**src/rtl/gray_seq_ctrl.sv**
```systemverilog
// gray_seq_ctrl: emits a run of binary/Gray code pairs over a valid/ready
// handshake. It starts from a sampled start value and produces a sampled
// number of codes. A count of 0 means a full cycle of 2^WIDTH codes.
// Optional feature: define GRAY_SEQ_DOWN_EN to honour the dir input
// (count down when dir=1). Without it, dir is ignored and counting is always up.
module gray_seq_ctrl #(
  parameter int WIDTH = 4
) (
  input  logic             clk,
  input  logic             rst,
  input  logic             start,
  input  logic [WIDTH-1:0] start_val,
  input  logic [WIDTH-1:0] count,
  input  logic             dir,
  input  logic             abort,
  input  logic             out_ready,
  output logic             busy,
  output logic             out_valid,
  output logic [WIDTH-1:0] gray_out,
  output logic [WIDTH-1:0] bin_out,
  output logic             done
);

  typedef enum logic [1:0] {
    IDLE = 2'd0,
    RUN  = 2'd1,
    DONE = 2'd2
  } state_e;

  localparam logic [WIDTH-1:0] BIN_ONE  = WIDTH'(1);
  localparam logic [WIDTH:0]   REM_ONE  = (WIDTH+1)'(1);
  // A requested count of 0 stands for a full cycle of 2^WIDTH codes.
  localparam logic [WIDTH:0]   REM_FULL = {1'b1, {WIDTH{1'b0}}};

  function automatic logic [WIDTH-1:0] to_gray(input logic [WIDTH-1:0] b);
    return b ^ (b >> 1);
  endfunction

  state_e           state_q, state_d;
  logic [WIDTH-1:0] bin_q,   bin_d;
  logic [WIDTH-1:0] gray_q,  gray_d;
  logic [WIDTH:0]   rem_q,   rem_d;
  logic [WIDTH-1:0] bin_step;
  logic             count_down;

`ifdef GRAY_SEQ_DOWN_EN
  logic dir_q, dir_d;
  assign count_down = dir_q;
`else
  // The dir port is kept for a uniform interface, but it has no effect in this build.
  logic unused_dir;
  assign unused_dir = dir;
  assign count_down = 1'b0;
`endif

  // Next-state and next-code logic for the IDLE/RUN/DONE controller
  always_comb begin
    // NOTE: every signal assigned here gets a default first, so no path can leave a latch behind.
    state_d  = state_q;
    bin_d    = bin_q;
    gray_d   = gray_q;
    rem_d    = rem_q;
`ifdef GRAY_SEQ_DOWN_EN
    dir_d    = dir_q;
`endif
    // Modulo-2^WIDTH arithmetic makes wrap-around silent in both directions.
    bin_step = count_down ? (bin_q - BIN_ONE) : (bin_q + BIN_ONE);

    case (state_q)
      IDLE: begin
        if (start) begin
          bin_d   = start_val;
          gray_d  = to_gray(start_val);
          rem_d   = (count == '0) ? REM_FULL : {1'b0, count};
`ifdef GRAY_SEQ_DOWN_EN
          dir_d   = dir;
`endif
          state_d = RUN;
        end
      end
      RUN: begin
        // Abort wins over a transfer that happens in the same cycle.
        if (abort) begin
          state_d = IDLE;
        end else if (out_ready) begin
          if (rem_q == REM_ONE) begin
            // Keep the last code on the outputs so they hold their value through DONE and IDLE.
            rem_d   = '0;
            state_d = DONE;
          end else begin
            bin_d   = bin_step;
            gray_d  = to_gray(bin_step);
            rem_d   = rem_q - REM_ONE;
          end
        end
      end
      DONE: begin
        // A single-cycle done pulse; start and abort are not looked at here.
        state_d = IDLE;
      end
      default: begin
        state_d = IDLE;
      end
    endcase
  end

  // State and code registers with synchronous active-high reset
  always_ff @(posedge clk) begin
    // NOTE: sequential state uses non-blocking assignments, so all registers update together from pre-edge values.
    if (rst) begin
      state_q <= IDLE;
      bin_q   <= '0;
      gray_q  <= '0;
      rem_q   <= '0;
`ifdef GRAY_SEQ_DOWN_EN
      dir_q   <= 1'b0;
`endif
    end else begin
      state_q <= state_d;
      bin_q   <= bin_d;
      gray_q  <= gray_d;
      rem_q   <= rem_d;
`ifdef GRAY_SEQ_DOWN_EN
      dir_q   <= dir_d;
`endif
    end
  end

  assign busy      = (state_q != IDLE);
  assign out_valid = (state_q == RUN);
  assign done      = (state_q == DONE);
  assign gray_out  = gray_q;
  assign bin_out   = bin_q;

endmodule

```
**config.mk**
```make
export PLATFORM = sky130hd
export DESIGN_NAME = gray_seq_ctrl
export DESIGN_NICKNAME = d
export VERILOG_FILES = /design/src/rtl/gray_seq_ctrl.sv
export SDC_FILE = /design/constraint.sdc
export NUM_CORES = 1
export LEC_CHECK = 0
export ABC_AREA = 1
export ABC_CLOCK_PERIOD_IN_PS = 1930
export BUFFER_PORTS_ARGS = -buffer_cell sky130_fd_sc_hd__buf_2
export CORE_MARGIN = 4
export CORE_UTILIZATION = 56
export CTS_CLUSTER_SIZE = 12
export DETAILED_ROUTE_END_ITERATION = 16
export PLACE_DENSITY = 0.84
export SYNTH_ARGS = -nofsm -noshare
export SYNTH_HDL_FRONTEND = slang
export SYNTH_SLANG_ARGS = --single-unit
```
**constraint.sdc**
```tcl
create_clock -name clk -period 1.93 [get_ports clk]
set_input_delay 0.2895 -clock clk [delete_from_list [all_inputs] [get_ports clk]]
set_output_delay 0.2895 -clock clk [all_outputs]
set_load 0.005 [all_outputs]
```
==> impl_metrics.tcl, run 1 <==
set metrics [dict create \
    status "completed" \
    die_h_um 50.39 \
    clock_skew_ns 0.005540 \
    synthCells 168 \
    dp.cells 211 \
    grt_pass1_wl_mm 3.663 \
    place.gp.congestion 0.8019 \
    cts_tree "yes" \
    post-route-util_pct 67.33 \
    fin_setup_tns_ns 0 \
    worstHoldStart "rst" \
    start_util_pct 58.90 \
    cts_hold_buf 0 \
    rr_endpoint "bin_out[1]" \
    path_cells "inv_2, nor2_8, nand2_4, nand2_2, nand2_2, o21ai_1, nor2_1" \
    rsz0062_at_grt "false" \
    ant_nets 0 \
    cp.arrival_ns 1.66 \
    wl_mm 2.031 \
    syn_area_um2 1006 \
    crit_path_frequent_cell "nand2_2" \
    port-buffer-count 23 \
    grt-ovfl-total 0 \
    p_per_area_nw_per_um2 695.3 \
    drtIter0Drc 10 \
    track_usage_pct 18.57 \
    wl_per_cell_um 9.447 \
    drc_errors 0 \
    crit_buf_inv 1 \
    core_um2 1708 \
    area_growth_pct 14.30 \
    ys_ff_latch 14 \
    grt_pass1_vias 984 \
    ys_seq_area_share_pct 27.86 \
    hpwl_mm 1.598 \
    final_cell_count_no_fill 215 \
    tightest_slew_ns 0.3194 \
    num_io_pins 25 \
    reg2regPathDepth 7 \
    insertion_delay_ns 0.29 \
    timing.slew.headroom_pct 78.68 \
    antenna_found_initial 0 \
    setup_ws_ns 0.4544 \
    cpPeakStageDelay_ns 0.39 \
    holdCritPathClass "in2reg" \
    cp_top_family "simple AND/OR/NAND/NOR gates" \
    fp-row-count 15 \
    grt_max_degree 19 \
    syn_avg_cell_area_um2 5.988 \
    clk_pin_slew_worst_paths_ns 0.09 \
    viasPerCell 4.772 \
    die_area_um2 2539 \
    synthDistinctLibCells 20 \
    pre_cts_slack_ns 0.4666 \
    clockRootBuffer "clkbuf_4" \
    dr_total_vias 1026 \
    cts_resized 0 \
    ir_drop_mv 0.5815 \
    leakagePower_nw 0.6253 \
    hold_viol 0 \
    postPlaceCellArea_um2 1114 \
    synth_nets 185 \
    num_antenna_cells 0 \
    worstSetupPathType "reg2reg" \
    crit_required_ns 2.11 \
    critical_path.slowest_cell "dfxtp_1" \
    start_kind "register" \
    cts.htree.levels 1 \
    rr_startpoint "state_q[0]" \
    period_needed_ns 1.476 \
    post-route-period-util_pct 76.46 \
    firstDrtPassIters 4 \
    min_path_cells 2 \
    nets 208 \
    yosys_warnings 0 \
    dieWidth_um 50.39 \
    clockBufferDepth 2 \
    max_freq_mhz 677.7 \
    drive_gt1_share_pct 20.00 \
    cts_setup_buffers 0 \
    min_to "state_q[0]" \
    cp-end-kind "register" \
    cap_violations 0 \
    setup_viol 0 \
    fin_area_um2 1150 \
    cts_sinks 14 \
    final_max_slew_viol_count 0 \
    cts_made_buffers 3 \
    rrSetupSlack_ns 0.45 \
    crit_fanout 12 \
]
cells by family after synthesis:
logic type,after synthesis,share of synthesized area (%)
adder cells (fa/ha/maj),3,3.732
buffers and inverters,25,11.32
XOR/XNOR,3,2.612
AND/OR/NAND/NOR,108,47.02
flip-flops,14,27.86
AO/OA/AOI/OAI,15,7.462
report_power, final:
part / total, mW / switching, mW / internal [mW]
Sequential: 0.344 / 0.0276 / 0.317
Clock: 0.217 / 0.102 / 0.115
Combinational: 0.238 / 0.141 / 0.0973
Total: 0.799 / 0.270 / 0.529
registers in the layout, indices dropped and copies added, names as in the netlist:
| signal | count |
|---|---|
| rem_q | 5 |
| bin_out | 4 |
| gray_out | 3 |
| state_q | 2 |
synthesized netlist by cell type:
master,n,area [um2]
a21oi_1,3,15.01
buf_2,1,5.000
inv_2,2,7.510
nand2_2,6,37.54
o21ai_1,2,10.01
o21ai_0,10,50.05
buf_6,1,11.26
inv_1,18,67.56
nor3_1,1,5.000
nand3_2,1,10.01
ha_1,3,37.54
nand3_1,11,55.05
xnor2_1,3,26.28
nand2_1,49,183.9
nor2_8,1,20.02
dfxtp_1,14,280.3
nand4_1,3,18.77
nor2_1,35,131.4
buf_4,3,22.52
nand2_4,1,11.26
metal layers:
metal  routed length (um)  track usage (%)  up-vias
li1                     -                -      563
met1                  865            17.34      442
met2                 1056            34.78       15
met3                   66            4.154        6
met4                   42            13.45        0
met5                    0                0        -
cell type report:
cell class	instances	area (um2)
clock buffer	4	36.28
inverter	20	75.07
timing repair buffer	23	115.1
sequential	14	280.3
multi-input combinational	129	611.8
fill	164	558.0
tap	25	31.28
through the flow:
step	hold slack (ns)	power, mW
floorplan	0.3586	0.5336
global placement	0.4693	0.5832
detailed placement	0.4742	0.5912
CTS	0.1885	0.8051
global route	0.2028	0.8623
finish	0.1892	0.7995
how the worst max path moves through the flow:
stage | depth (start not counted) | slack (ns) | end | start
after floorplan | 10 | 0.70 | bin_out[2] | rem_q[1]
after global placement | 7 | 0.55 | bin_out[1] | state_q[0]
after detailed placement | 7 | 0.47 | bin_out[1] | state_q[0]
after CTS | 7 | 0.45 | bin_out[1] | state_q[0]
after global routing | 7 | 0.31 | bin_out[1] | state_q[0]
final | 7 | 0.45 | bin_out[1] | state_q[0]
cells in the final DEF (no fill, tap or decap):
master,count
a21oi_1,3
buf_2,23
clkbuf_4,3
clkbuf_8,1
dfxtp_1,14
ha_1,3
inv_1,18
inv_2,2
nand2_1,49
nand2_2,6
nand2_4,1
nand3_1,11
nand3_2,1
nand4_1,3
nor2_1,35
nor2_8,1
nor3_1,1
o21ai_0,10
o21ai_1,2
xnor2_1,3
Note: power is estimated with default switching activity, not from simulation.
==> run 2, diff against run 1 <==
==> config.mk (replaced) <==
export PLATFORM = sky130hd
export DESIGN_NAME = gray_seq_ctrl
export DESIGN_NICKNAME = d
export VERILOG_FILES = /design/src/rtl/gray_seq_ctrl.sv
export SDC_FILE = /design/constraint.sdc
export NUM_CORES = 1
export LEC_CHECK = 0
export ABC_AREA = 0
export ABC_CLOCK_PERIOD_IN_PS = 1500
export BUFFER_PORTS_ARGS = -buffer_cell sky130_fd_sc_hd__buf_2
export CORE_MARGIN = 4
export CORE_UTILIZATION = 51
export CTS_CLUSTER_SIZE = 12
export DETAILED_ROUTE_END_ITERATION = 16
export PLACE_DENSITY = 0.79
export SYNTH_ARGS = -nofsm -noshare
export SYNTH_HDL_FRONTEND = slang
export SYNTH_SLANG_ARGS = --single-unit
==> constraint.sdc (replaced) <==
create_clock -name clk -period 1.5 [get_ports clk]
set_input_delay 0.225 -clock clk [delete_from_list [all_inputs] [get_ports clk]]
set_output_delay 0.225 -clock clk [all_outputs]
set_load 0.005 [all_outputs]
==> run 2 against run 1 <==
The flow now finishes with violations (negative setup slack); combinational power increased by 71%; utilization is 7.3 points higher; die area rose by 2.7%; global-route usage up 1.6 points; largest power group unchanged.
==> impl_metrics.tcl, run 2 <==
set metrics [dict create \
    ir_drop_mv 0.5925 \
    die_area_um2 2608 \
    grt-ovfl-total 0 \
    leakagePower_nw 0.5538 \
    cts_sinks 14 \
    cts.htree.levels 1 \
    period_needed_ns 1.584 \
    ys_seq_area_share_pct 29.63 \
    start_kind "register" \
    p_seq_share_pct 39.2 \
    core_um2 1745 \
    syn_avg_cell_area_um2 9.009 \
    p_per_area_nw_per_um2 878.8 \
    hold_viol 0 \
    cts_hold_buf 0 \
    rrSetupSlack_ns -0.08 \
    async_flop_share_pct 0 \
    p_total_mw 1.145 \
    viasPerCell 5.737 \
    intPower_uw 763.4 \
    synth.most_common_cell "dfxtp_1" \
    syn_area_um2 945.9 \
    synth_xor_area_share_pct 7.407 \
    final_cell_mix "buf_2, buf_4, dfxtp_1" \
    crit_required_ns 1.68 \
    final_max_slew_viol_count 0 \
    regMostFlops "rem_q" \
    cts_tree "yes" \
    synth_mux_area_share_pct 1.190 \
    seq_area_um2 284.0 \
    clockRootBuffer "clkbuf_4" \
    wl_per_cell_um 16.11 \
    wl_mm 2.691 \
    drtIter0Drc 18 \
    firstDrtPassIters 4 \
    synthCells 105 \
    num_io_pins 25 \
    clockBufferDepth 2 \
    violations "negative setup slack" \
    grt_max_degree 16 \
    synth_ff_type "dfxtp_1" \
    fin_area_um2 1303 \
    rsz0062_at_grt "true" \
    cp-end-kind "register" \
    dp.cells 159 \
    crit_fanout 4 \
    tightest_slew_ns 0.4336 \
    switchingPower_uw 381.3 \
    insertion_delay_ns 0.29 \
    clk_pin_slew_worst_paths_ns 0.09 \
    track_usage_pct 20.15 \
    antenna_found_initial 0 \
    clock_skew_ns 0.001252 \
    cp.arrival_ns 1.76 \
    synth_compound_area_share_pct 29.23 \
    num_antenna_cells 0 \
    multi_input_area_um2 683.2 \
    drc_errors 0 \
    status "finished, violations left" \
    yosys_warnings 0 \
    post-route-period-util_pct 105.6 \
    max_freq_mhz 631.3 \
    synth_area_leaders "dfxtp_1, xnor2_1, ha_1, nand2_1, a21oi_1" \
    drive_gt1_share_pct 52.11 \
    fill_cells 117 \
    port-buffer-count 23 \
    setup_ws_ns -0.08396 \
    timing.slew.headroom_pct 70.87 \
    synth_adder_area_share_pct 3.968 \
    die_h_um 51.07 \
    mostFrequentLayoutCell "buf_2" \
    fp-row-count 15 \
    synthTopCellsByCount "dfxtp_1, nand2_1, nor2_1" \
    nets 160 \
    synth_top_family_by_area "compound AO/OA/AOI/OAI gates" \
    pwr-share-clk_pct 25.3 \
    cts_made_buffers 3 \
    synthDistinctLibCells 43 \
    cap_violations 0 \
    place.gp.congestion 0.8832 \
    dr_total_vias 958 \
    ant_nets 0 \
    area_growth_pct 37.70 \
    grt_pass1_vias 867 \
    start_util_pct 54.19 \
    synth_simple_gate_area_share_pct 22.49 \
    worstSetupPathType "reg2reg" \
    holdCritPathClass "in2reg" \
    yosys.area.top_type "dfxtp_1" \
    postPlaceCellArea_um2 1159 \
    synth_nets 122 \
    hpwl_mm 1.761 \
    netSwitchingFraction_pct 33.31 \
    largest_reg_flops 5 \
    ys_ff_latch 14 \
    setup_viol 7 \
    comb_power_share_pct 35.6 \
    synth_edf_count 0 \
    synth_top_area_share_pct 29.63 \
    final_cell_count_no_fill 167 \
    grt_pass1_wl_mm 3.946 \
    dieWidth_um 51.07 \
]
[run 2: what timing repair did]
action	in CTS	in global routing
resized for setup	10	11
setup endpoints to repair	11	12
pin swaps	4	4
buffers inserted	1	3
[run 2: power by group through the flow]
stage / sequential, mW / combinational (mW) / clock, mW
after floorplan: 0.451 / 0.221 / 0
after global placement: 0.449 / 0.333 / 0
after detailed placement: 0.451 / 0.344 / 0
after CTS: 0.446 / 0.361 / 0.288
after global routing: 0.455 / 0.443 / 0.298
final: 0.448 / 0.407 / 0.289
[run 2: worst paths after layout]
path | startpoint | to | cells after the start
setup / recovery | rem_q[1] | rem_q[3] | 7
hold / removal | abort | state_q[1] | 2
setup reg to reg | rem_q[1] | rem_q[3] | 7
hold reg to reg | gray_out[0] | gray_out[0] | 2
[run 2: per-layer routing]
metal | part of all wire, % | global-route usage [%] | vias up
li1 | - | - | 465
met1 | 40 | 24.51 | 448
met2 | 51 | 35.41 | 36
met3 | 6.6 | 3.499 | 9
met4 | 3.0 | 6.726 | 0
met5 | 0 | 0 | -
[run 2: layout make-up]
cell class              instances  share of cell area (%)
multi-input cells              78                   52.45
flip-flops and latches         14                   21.81
repair buffers                 39                   18.35
clock buffers                   4                   2.786
well taps                      25                   2.402
inverters                       7                   2.209
[run 2: cell families after synthesis]
logic type                 after synthesis
AOI/OAI and AO/OA                       32
adders and majority gates                3
and+or+nand+nor                         34
xor gates and xnor gates                 8
buffers and inverters                   13
DFF                                     14
muxes                                    1
[run 2: critical path: stages (launching register included)]
cell and delay [ns]:
dfxtp_2 0.33, inv_2 0.07, ha_4 0.14, nor4b_4 0.32, buf_4 0.20, nor2_4 0.05
a32oi_2 0.23, o32ai_2 0.10
[run 2: metrics by stage]
step | util (%) | TNS [ns] | hold WS [ns] | setup slack, ns
2_1_floorplan | - | 0 | 0.3019 | 0.001737
3_3_place_gp | 66.38 | -0.1861 | 0.4178 | -0.05606
3_5_place_dp | 66.38 | -0.5837 | 0.4274 | -0.1273
4_1_cts | 70.68 | -0.05316 | 0.1195 | -0.04224
5_1_grt | 74.62 | -0.8860 | 0.1382 | -0.1343
6_report | 74.62 | -0.2847 | 0.1250 | -0.08396
